`src/rtl/if4_alu_sched_pkg.sv`:
```
// if4_sched_pkg: shared FSM state enumeration and ALU opcodes for if4_alu_sched
package if4_sched_pkg;
  typedef enum logic [3:0] {IDLE, T1, T2, T3, E1, E2, E3, E4, E5, E6, DONE} state_t;
  typedef enum logic [2:0] {ADD, SUB, MUL, GT, SEL} alu_op_t;
endpackage

```
`src/rtl/if4_alu_sched_if.sv`:
```
// if4_alu_sched_if: request/result bundle (Start, t, a, b, c, one in; Done, Busy, x, z out); master=requester, slave=scheduler
interface if4_alu_sched_if #(parameter int DATA_W = 32);
  logic Start;
  logic t;
  logic signed [DATA_W-1:0] a, b, c, one;
  logic Done;
  logic Busy;
  logic signed [DATA_W-1:0] x, z;
  modport master(output Start, t, a, b, c, one, input Done, Busy, x, z);
  modport slave(input Start, t, a, b, c, one, output Done, Busy, x, z);
endinterface

```
`src/rtl/if4_alu_sched_alu.sv`:
```
// shared_alu: combinational ALU (op, p, q, sel -> y); add/sub/mul wrap to DATA_W, GT is a signed compare, SEL picks p when sel else q
module shared_alu
  import if4_sched_pkg::*;
#(parameter int DATA_W = 32) (
  input  alu_op_t                  op,
  input  logic signed [DATA_W-1:0] p,
  input  logic signed [DATA_W-1:0] q,
  input  logic                     sel,
  output logic signed [DATA_W-1:0] y
);
  always_comb
    y = op == ADD ? p + q :
        op == SUB ? p - q :
        op == MUL ? p * q :
        op == GT  ? DATA_W'(p > q) :
        sel       ? p : q;
endmodule

```
`src/rtl/if4_alu_sched.sv`:
```
// if4_alu_sched: one-ALU scheduler for x/z of the if4 computation; ports Clk, Rst (async high), bus (slave: Start,t,a,b,c,one -> Done,Busy,x,z)
module if4_alu_sched
  import if4_sched_pkg::*;
#(parameter int DATA_W = 32) (
  input logic             Clk,
  input logic             Rst,
  if4_alu_sched_if.slave  bus
);
  state_t state, state_n;
  alu_op_t op;
  logic signed [DATA_W-1:0] a_q, b_q, c_q, one_q, d, e, f, x_q, z_q, p, q, y;
  logic g;
  shared_alu #(.DATA_W(DATA_W)) u_alu (.op(op), .p(p), .q(q), .sel(g), .y(y));
  assign bus.Done = state == DONE;
  assign bus.Busy = state != IDLE;
  assign bus.x = x_q;
  assign bus.z = z_q;
  always_ff @(posedge Clk or posedge Rst)
    if (Rst) state <= IDLE;
    else state <= state_n;
  always_comb begin
    state_n = IDLE;
    case (state)
      IDLE: state_n = bus.Start ? (bus.t ? T1 : E1) : IDLE;
      T1: state_n = T2;
      T2: state_n = T3;
      T3: state_n = DONE;
      E1: state_n = E2;
      E2: state_n = E3;
      E3: state_n = E4;
      E4: state_n = E5;
      E5: state_n = E6;
      E6: state_n = DONE;
      default: state_n = IDLE;
    endcase
  end
  always_comb begin
    op = ADD;
    p = '0;
    q = '0;
    case (state)
      T1: begin op = SUB; p = a_q; q = one_q; end
      T2: begin op = ADD; p = a_q; q = c_q; end
      T3: begin op = SUB; p = f; q = d; end
      E1: begin op = ADD; p = a_q; q = b_q; end
      E2: begin op = ADD; p = a_q; q = c_q; end
      E3: begin op = MUL; p = a_q; q = c_q; end
      E4: begin op = SUB; p = f; q = d; end
      E5: begin op = GT; p = d; q = e; end
      E6: begin op = SEL; p = d; q = e; end
      default: ;
    endcase
  end
  always_ff @(posedge Clk or posedge Rst)
    if (Rst) begin
      {a_q, b_q, c_q, one_q, d, e, f, x_q, z_q} <= '0;
      g <= 1'b0;
    end else begin
      if (state == IDLE && bus.Start) begin
        a_q <= bus.a;
        b_q <= bus.b;
        c_q <= bus.c;
        one_q <= bus.one;
      end
      case (state)
        T1, E1: d <= y;
        E2: e <= y;
        T2, E3: f <= y;
        T3, E4: x_q <= y;
        E5: g <= y[0];
        E6: z_q <= y;
        default: ;
      endcase
    end
endmodule

```
`src/flat_wrapper.sv`:
```
// flat-port wrapper written by rule: the top's interface ports become plain ports
module if4_alu_sched_flat import if4_sched_pkg::*;
#(parameter int DATA_W = 32)
  (Clk, Rst, bus_Start, bus_t, bus_a, bus_b, bus_c, bus_one, bus_Done, bus_Busy, bus_x, bus_z);
  if4_alu_sched_if #(.DATA_W(DATA_W)) bus_i ();
  input logic Clk;
  input logic Rst;
  input wire logic [$bits(bus_i.Start)-1:0] bus_Start;
  input wire logic [$bits(bus_i.t)-1:0] bus_t;
  input wire logic [$bits(bus_i.a)-1:0] bus_a;
  input wire logic [$bits(bus_i.b)-1:0] bus_b;
  input wire logic [$bits(bus_i.c)-1:0] bus_c;
  input wire logic [$bits(bus_i.one)-1:0] bus_one;
  output wire logic [$bits(bus_i.Done)-1:0] bus_Done;
  output wire logic [$bits(bus_i.Busy)-1:0] bus_Busy;
  output wire logic [$bits(bus_i.x)-1:0] bus_x;
  output wire logic [$bits(bus_i.z)-1:0] bus_z;
  assign bus_i.Start = bus_Start;
  assign bus_i.t = bus_t;
  assign bus_i.a = bus_a;
  assign bus_i.b = bus_b;
  assign bus_i.c = bus_c;
  assign bus_i.one = bus_one;
  assign bus_Done = bus_i.Done;
  assign bus_Busy = bus_i.Busy;
  assign bus_x = bus_i.x;
  assign bus_z = bus_i.z;
  if4_alu_sched #(.DATA_W(DATA_W)) u_core (.Clk(Clk), .Rst(Rst), .bus(bus_i));
endmodule
```
`config.mk`:
```
export PLATFORM = sky130hd
export DESIGN_NAME = if4_alu_sched_flat
export DESIGN_NICKNAME = d
export VERILOG_FILES = /design/src/rtl/if4_alu_sched_pkg.sv /design/src/rtl/if4_alu_sched_if.sv /design/src/rtl/if4_alu_sched_alu.sv /design/src/rtl/if4_alu_sched.sv /design/src/flat_wrapper.sv
export SDC_FILE = /design/constraint.sdc
export NUM_CORES = 2
export LEC_CHECK = 0
export CAP_MARGIN = 5
export CORE_ASPECT_RATIO = 0.75
export CORE_MARGIN = 1
export CORE_UTILIZATION = 60
export DETAILED_ROUTE_END_ITERATION = 8
export DONT_BUFFER_PORTS = 1
export GPL_TIMING_DRIVEN = 0
export PLACE_DENSITY = 0.79
export SKIP_CTS_REPAIR_TIMING = 1
export SLEW_MARGIN = 20
export SYNTH_ARGS = -nofsm -noshare
export SYNTH_HDL_FRONTEND = slang
export SYNTH_SLANG_ARGS = --single-unit
```
`constraint.sdc`:
```
create_clock -name Clk -period 11.1 [get_ports Clk]
set_input_delay 2.775 -clock Clk [delete_from_list [all_inputs] [get_ports Clk]]
set_output_delay 2.775 -clock Clk [all_outputs]
set_load 0.005 [all_outputs]
```
* Word level (Yosys, flattened, before mapping)
Index checks and enable logic that the tools add are counted.
Storage, ports and cells: logic and storage cells 51, register bits 293, input port bits 132, output and inout port bits 66
Operators by class: reduce and logical (&&, ||, !) cells 12, $add $sub $neg 2, magnitude comparators 1, $mul 1, multiplexer cells 11, equality and inequality tests 13
Operators with widths (count):
- $mux 32 | 5
- $pmux 32 s5 | 1
- $pmux 32 s3 | 1
- $pmux 4 s9 | 1
- $add 32x32->32 | 1
- $gt 32x32->1 | 1
- $mul 32x32->32 | 1
- $sub 32x32->32 | 1
- $eq 4x3->1 const B | 4
- $eq 4x4->1 const B | 3
- $pmux 3 s4 | 1
- $reduce_or 2->1 | 5
- $eq 4x2->1 const B | 2
- $eq 3x2->1 const B | 2
- $reduce_or 3->1 | 2
- $reduce_or 5->1 | 1
- $eq 4x1->1 const B | 1
- $logic_not 4->1 | 1
- $mux 4 | 1
- $reduce_bool 4->1 | 1
- $eq 3x1->1 const B | 1
- $logic_not 3->1 | 1
- $mux 3 | 1
- $logic_and 1x1->1 | 1

* Logic depth before layout (Yosys ltp)
word-level depth 8, mapped depth 39, mapped depth without buffers 34

* Modules after synthesis
From an unflattened synthesis, not the netlist that was laid out.
Second synthesis, totals: cells, all modules 3254, area, all modules 32572.5 µm²
Modules (own cells, without submodules):
- shared_alu | sequential area each 0.0 µm², cells an instance 2351, area each 19737.7 µm², instances 1
- if4_alu_sched | sequential area each 7332.0 µm², cells an instance 903, area each 12834.8 µm², instances 1

* Worst setup path after synthesis
OpenSTA, ideal clock, no wires.
path kind register to register, start register u_core.state[0], end register u_core.z_q[31] (netlist: u_core.bus.z[31]), arrival time 8.711 ns, buffers on the path 6, setup time 0.138 ns, setup slack 2.251 ns, period minus slack after synthesis 8.849 ns, required time 10.962 ns, stages on the path, launching flop included 35, cells stage by stage dfrtp_1 > buf_2 > clkbuf_1 > clkbuf_1 > clkbuf_1 > nand2_1 > o21ai_0 > a22oi_1 > o21ai_0 > clkbuf_1 > clkinv_1 > clkbuf_1 > nor2_1 > fa_1 > inv_1 > fa_1 > fa_1 > fa_1 > inv_1 > fa_1 > fa_1 > fa_1 > fa_1 > ha_1 > a21o_1 > a21o_1 > a21o_1 > a21o_1 > a21oi_1 > o21ai_0 > a31oi_1 > a21oi_1 > xnor2_1 > a221oi_1 > a21oi_1
Between the ends: word-level cells in the longest chain between the ends 8, elaborated cells between the ends (all ways) 29, classes of those cells 2 x add/sub; 1 x mul; 12 x eq/ne; 8 x mux; 6 x reduce/logical
RTL lines:
- from (decl) | RTL line if4_alu_sched.sv:9 | state_t state, state_n;
- from (signal assigned) | RTL line if4_alu_sched.sv:20 | else state <= state_n;
- parallel branches: the longest is 8 deep, another holds $mul 32x32->32
- to (signal assigned) | RTL line if4_alu_sched.sv:71 | E6: z_q <= y;
- to (decl) | RTL line if4_alu_sched.sv:11 | logic signed [DATA_W-1:0] a_q, b_q, c_q, one_q, d, e, f, x_q, z_q, p, q, y;
Parallel ways; which one is timed is not known. A chain may end at the register's enable or synchronous reset.

* Final worst setup path
start register u_core.state[1], end register u_core.z_q[31] (netlist: u_core.bus.z[31])
The elaborated chain is that of the path after synthesis.

==> impl_metrics.py <==
metrics = {
    "outcome": {
        "status": "finished with violations",
        "failed_checks": "setup timing",
    },
    "detailed_routing": {
        "dr_total_vias": 28200,
        "drtPass1Iterations": 6,
        "routed_wl_mm": 126,
        "drtIter0Drc": 4426,
        "detail_route.wl_per_cell_um": 29.2,
        "vias_per_cell": 6.54,
        "drc_errors": 0,
        "antenna_left": 0,
    },
    "global_routing": {
        "track_usage_pct": 47.8,
        "antenna_found_initial": 10,
        "grt_max_degree": 107,
        "overflow": 0,
        "grt_pass1_wl_mm": 184,
        "grt_pass1_vias": 27500,
    },
    "hold_path": {
        "hp-start": "u_core.f[29]$_DFFE_PP0P_",
        "hold_class": "register to register",
        "whs_endpoint": "u_core.f[29]$_DFFE_PP0P_",
        "hold_path_depth": 2,
    },
    "yosys": {
        "ys.flop_type": "dfrtp_1",
        "syn_avg_cell_area_um2": 8.95,
        "synthMuxAreaShare_pct": 4.97,
        "async_flop_share_pct": 100,
        "ys_top_cells_by_area": "fa_1, dfrtp_1, ha_1, inv_1, nand2_1",
        "synth_fa_ha_area_share_pct": 33.3,
        "synth_cells": 3538,
        "synth_top_family_by_area": "adder cells",
        "ys_seq_area_share_pct": 23.2,
        "ys_warn_count": 0,
        "netlist_area_um2": 31700,
        "synth_seq_cells": 293,
        "synth_largest_area_cell": "fa_1",
        "synth-compound-area-share_pct": 14.1,
        "netlist.area_leader.share_pct": 25.9,
        "synth_xor_area_share_pct": 2.61,
        "synth.distinct_cells": 82,
        "synth-simple-area-share_pct": 13.1,
        "synth.net_count": 4266,
        "synth_edf_count": 0,
    },
    "sta": {
        "fin_skew_ns": 0.0253,
        "slew_violations": 0,
        "max_freq_mhz": 90.0,
        "hold_violations": 0,
        "maxSlewHeadroom_pct": 13.8,
        "fin_ws_ns": -0.00927,
        "finalSetupTns_ns": -0.00927,
        "period_minus_slack_ns": 11.11,
        "whs_ns": 0.485,
        "setup_viol": 1,
        "post-route-period-util_pct": 100,
        "tightest_slew_ns": 1.29,
    },
    "setup_path": {
        "cp.required_ns": 11.49,
        "cp_max_fo": 10,
        "cp_common_cell": "fa_1",
        "crit_slowest_cell": "fa_1",
        "endpoint_kind": "register",
        "ff2ff_path_depth": 32,
        "rr_startpoint": "u_core.state[1]$_DFF_PP0_",
        "reg2reg_slack_ns": -0.009,
        "slowest_delay_ns": 0.55,
        "critical_path_class": "register to register",
        "timing.rr.end": "u_core.bus.z[31]$_DFFE_PP0P_",
        "crit_arrival_ns": 11.50,
        "startpoint_type": "register",
    },
    "final_layout": {
        "final_common_cell": "inv_1",
        "mostFrequentLayoutCells": "inv_1, nand2_1, nor2_1",
        "areaGrowthSynthToFinish_pct": 6.54,
        "drive_above_1_share_pct": 7.82,
        "fin_area_um2": 33700,
        "finalNetCount": 4307,
        "fin_util_pct": 65.1,
    },
    "floorplan": {
        "core-area_um2": 51800,
        "start_util_pct": 61.1,
        "rows": 72,
        "die-height_um": 201,
        "die_area_um2": 53700,
        "pin_count": 198,
        "fp.dieW_um": 267,
    },
    "clock_tree": {
        "cts_made_buffers": 25,
        "htree_levels": 1,
        "cts_tree": "built",
        "insertion_delay_ns": 0.56,
        "path_clk_slew_ns": 0.07,
        "cts.sinks": 293,
        "clk_path_buf_depth": 3,
        "cts_root_buffer": "clkbuf_16",
    },
    "flow_run": {
        "max_cap_violations": 0,
    },
    "placement": {
        "place_congestion": 1.09,
        "port_buffers": 0,
        "placed_area_um2": 32700,
        "hpwl_mm": 102,
    },
}
==> metal layers <==
layer / GRT usage [%] / vias up / wire (um)
li1: - / 11500 / -
met1: 69.0 / 13900 / 49500
met2: 60.7 / 2392 / 47600
met3: 24.8 / 339 / 23700
met4: 15.7 / 10 / 5000
met5: 0.901 / - / 123
==> cells by family (layout without fill, tap and decap cells) <==
family | after synthesis | after routing
muxes | 140 | 140
DFF | 293 | 293
adders and majority gates | 596 | 596
xor gates and xnor gates | 88 | 88
and+or+nand+nor | 1015 | 1015
buffers and inverters | 726 | 783
other | 0 | 8
AOI/OAI and AO/OA | 680 | 680
==> synthesized netlist by cell type, types with 24 or more instances <==
library cell / instances
ha_1: 186
inv_1: 507
a21oi_1: 135
buf_2: 24
o22ai_1: 27
and2_1: 24
clkbuf_1: 150
mux2_2: 137
o21ai_0: 202
a22oi_1: 65
fa_1: 410
nand2_1: 457
o21bai_1: 25
dfrtp_1: 293
a21o_1: 33
nor2_1: 431
xnor2_1: 63
==> worst max-delay path by stage <==
stage / from / endpoint / slack [ns] / depth (start not counted)
after floorplan: Rst / u_core.a_q[0]$_DFFE_PP0P_ / 0.23 / 1
after global placement: Rst / u_core.bus.z[18]$_DFFE_PP0P_ / -2.57 / 1
after detailed placement: u_core.state[0]$_DFF_PP0_ / u_core.bus.z[31]$_DFFE_PP0P_ / -1.35 / 35
after CTS: u_core.state[0]$_DFF_PP0_ / u_core.bus.z[31]$_DFFE_PP0P_ / -1.45 / 35
after global routing: u_core.state[2]$_DFF_PP0_ / u_core.bus.z[31]$_DFFE_PP0P_ / -0.02 / 29
final: u_core.state[1]$_DFF_PP0_ / u_core.bus.z[31]$_DFFE_PP0P_ / -0.009 / 32
==> area by class of cell <==
cell class	count	area, um^2
fill	4331	18100
tap	703	880
clock inverter	10	118
clock buffer	33	676
timing repair buffer	19	203
multi-input combinational	2519	21700
sequential	293	7330
inverter	527	2000
antenna	8	20.0
buffer	194	806
==> per-stage QoR <==
stage                     cells  setup WS [ns]
after floorplan            3538          0.234
after global placement     4241          -2.57
after detailed placement   4252          -1.35
after CTS                  4295          -1.45
after global routing       4302        -0.0215
final                      4306       -0.00927
==> critical path: cells and delay by family, from the launching register on <==
family / cells / cell delay [ns]
buffers and inverters: 9 / 2.18
XOR/XNOR: 1 / 0.21
flip-flops: 1 / 0.47
AND/OR/NAND/NOR: 4 / 1.16
AO/OA/AOI/OAI: 9 / 2.89
adder cells (fa/ha/maj): 9 / 4.02
Power is not shown: default switching activity piles up to over one toggle a cycle in this logic, so the estimate is an artifact.
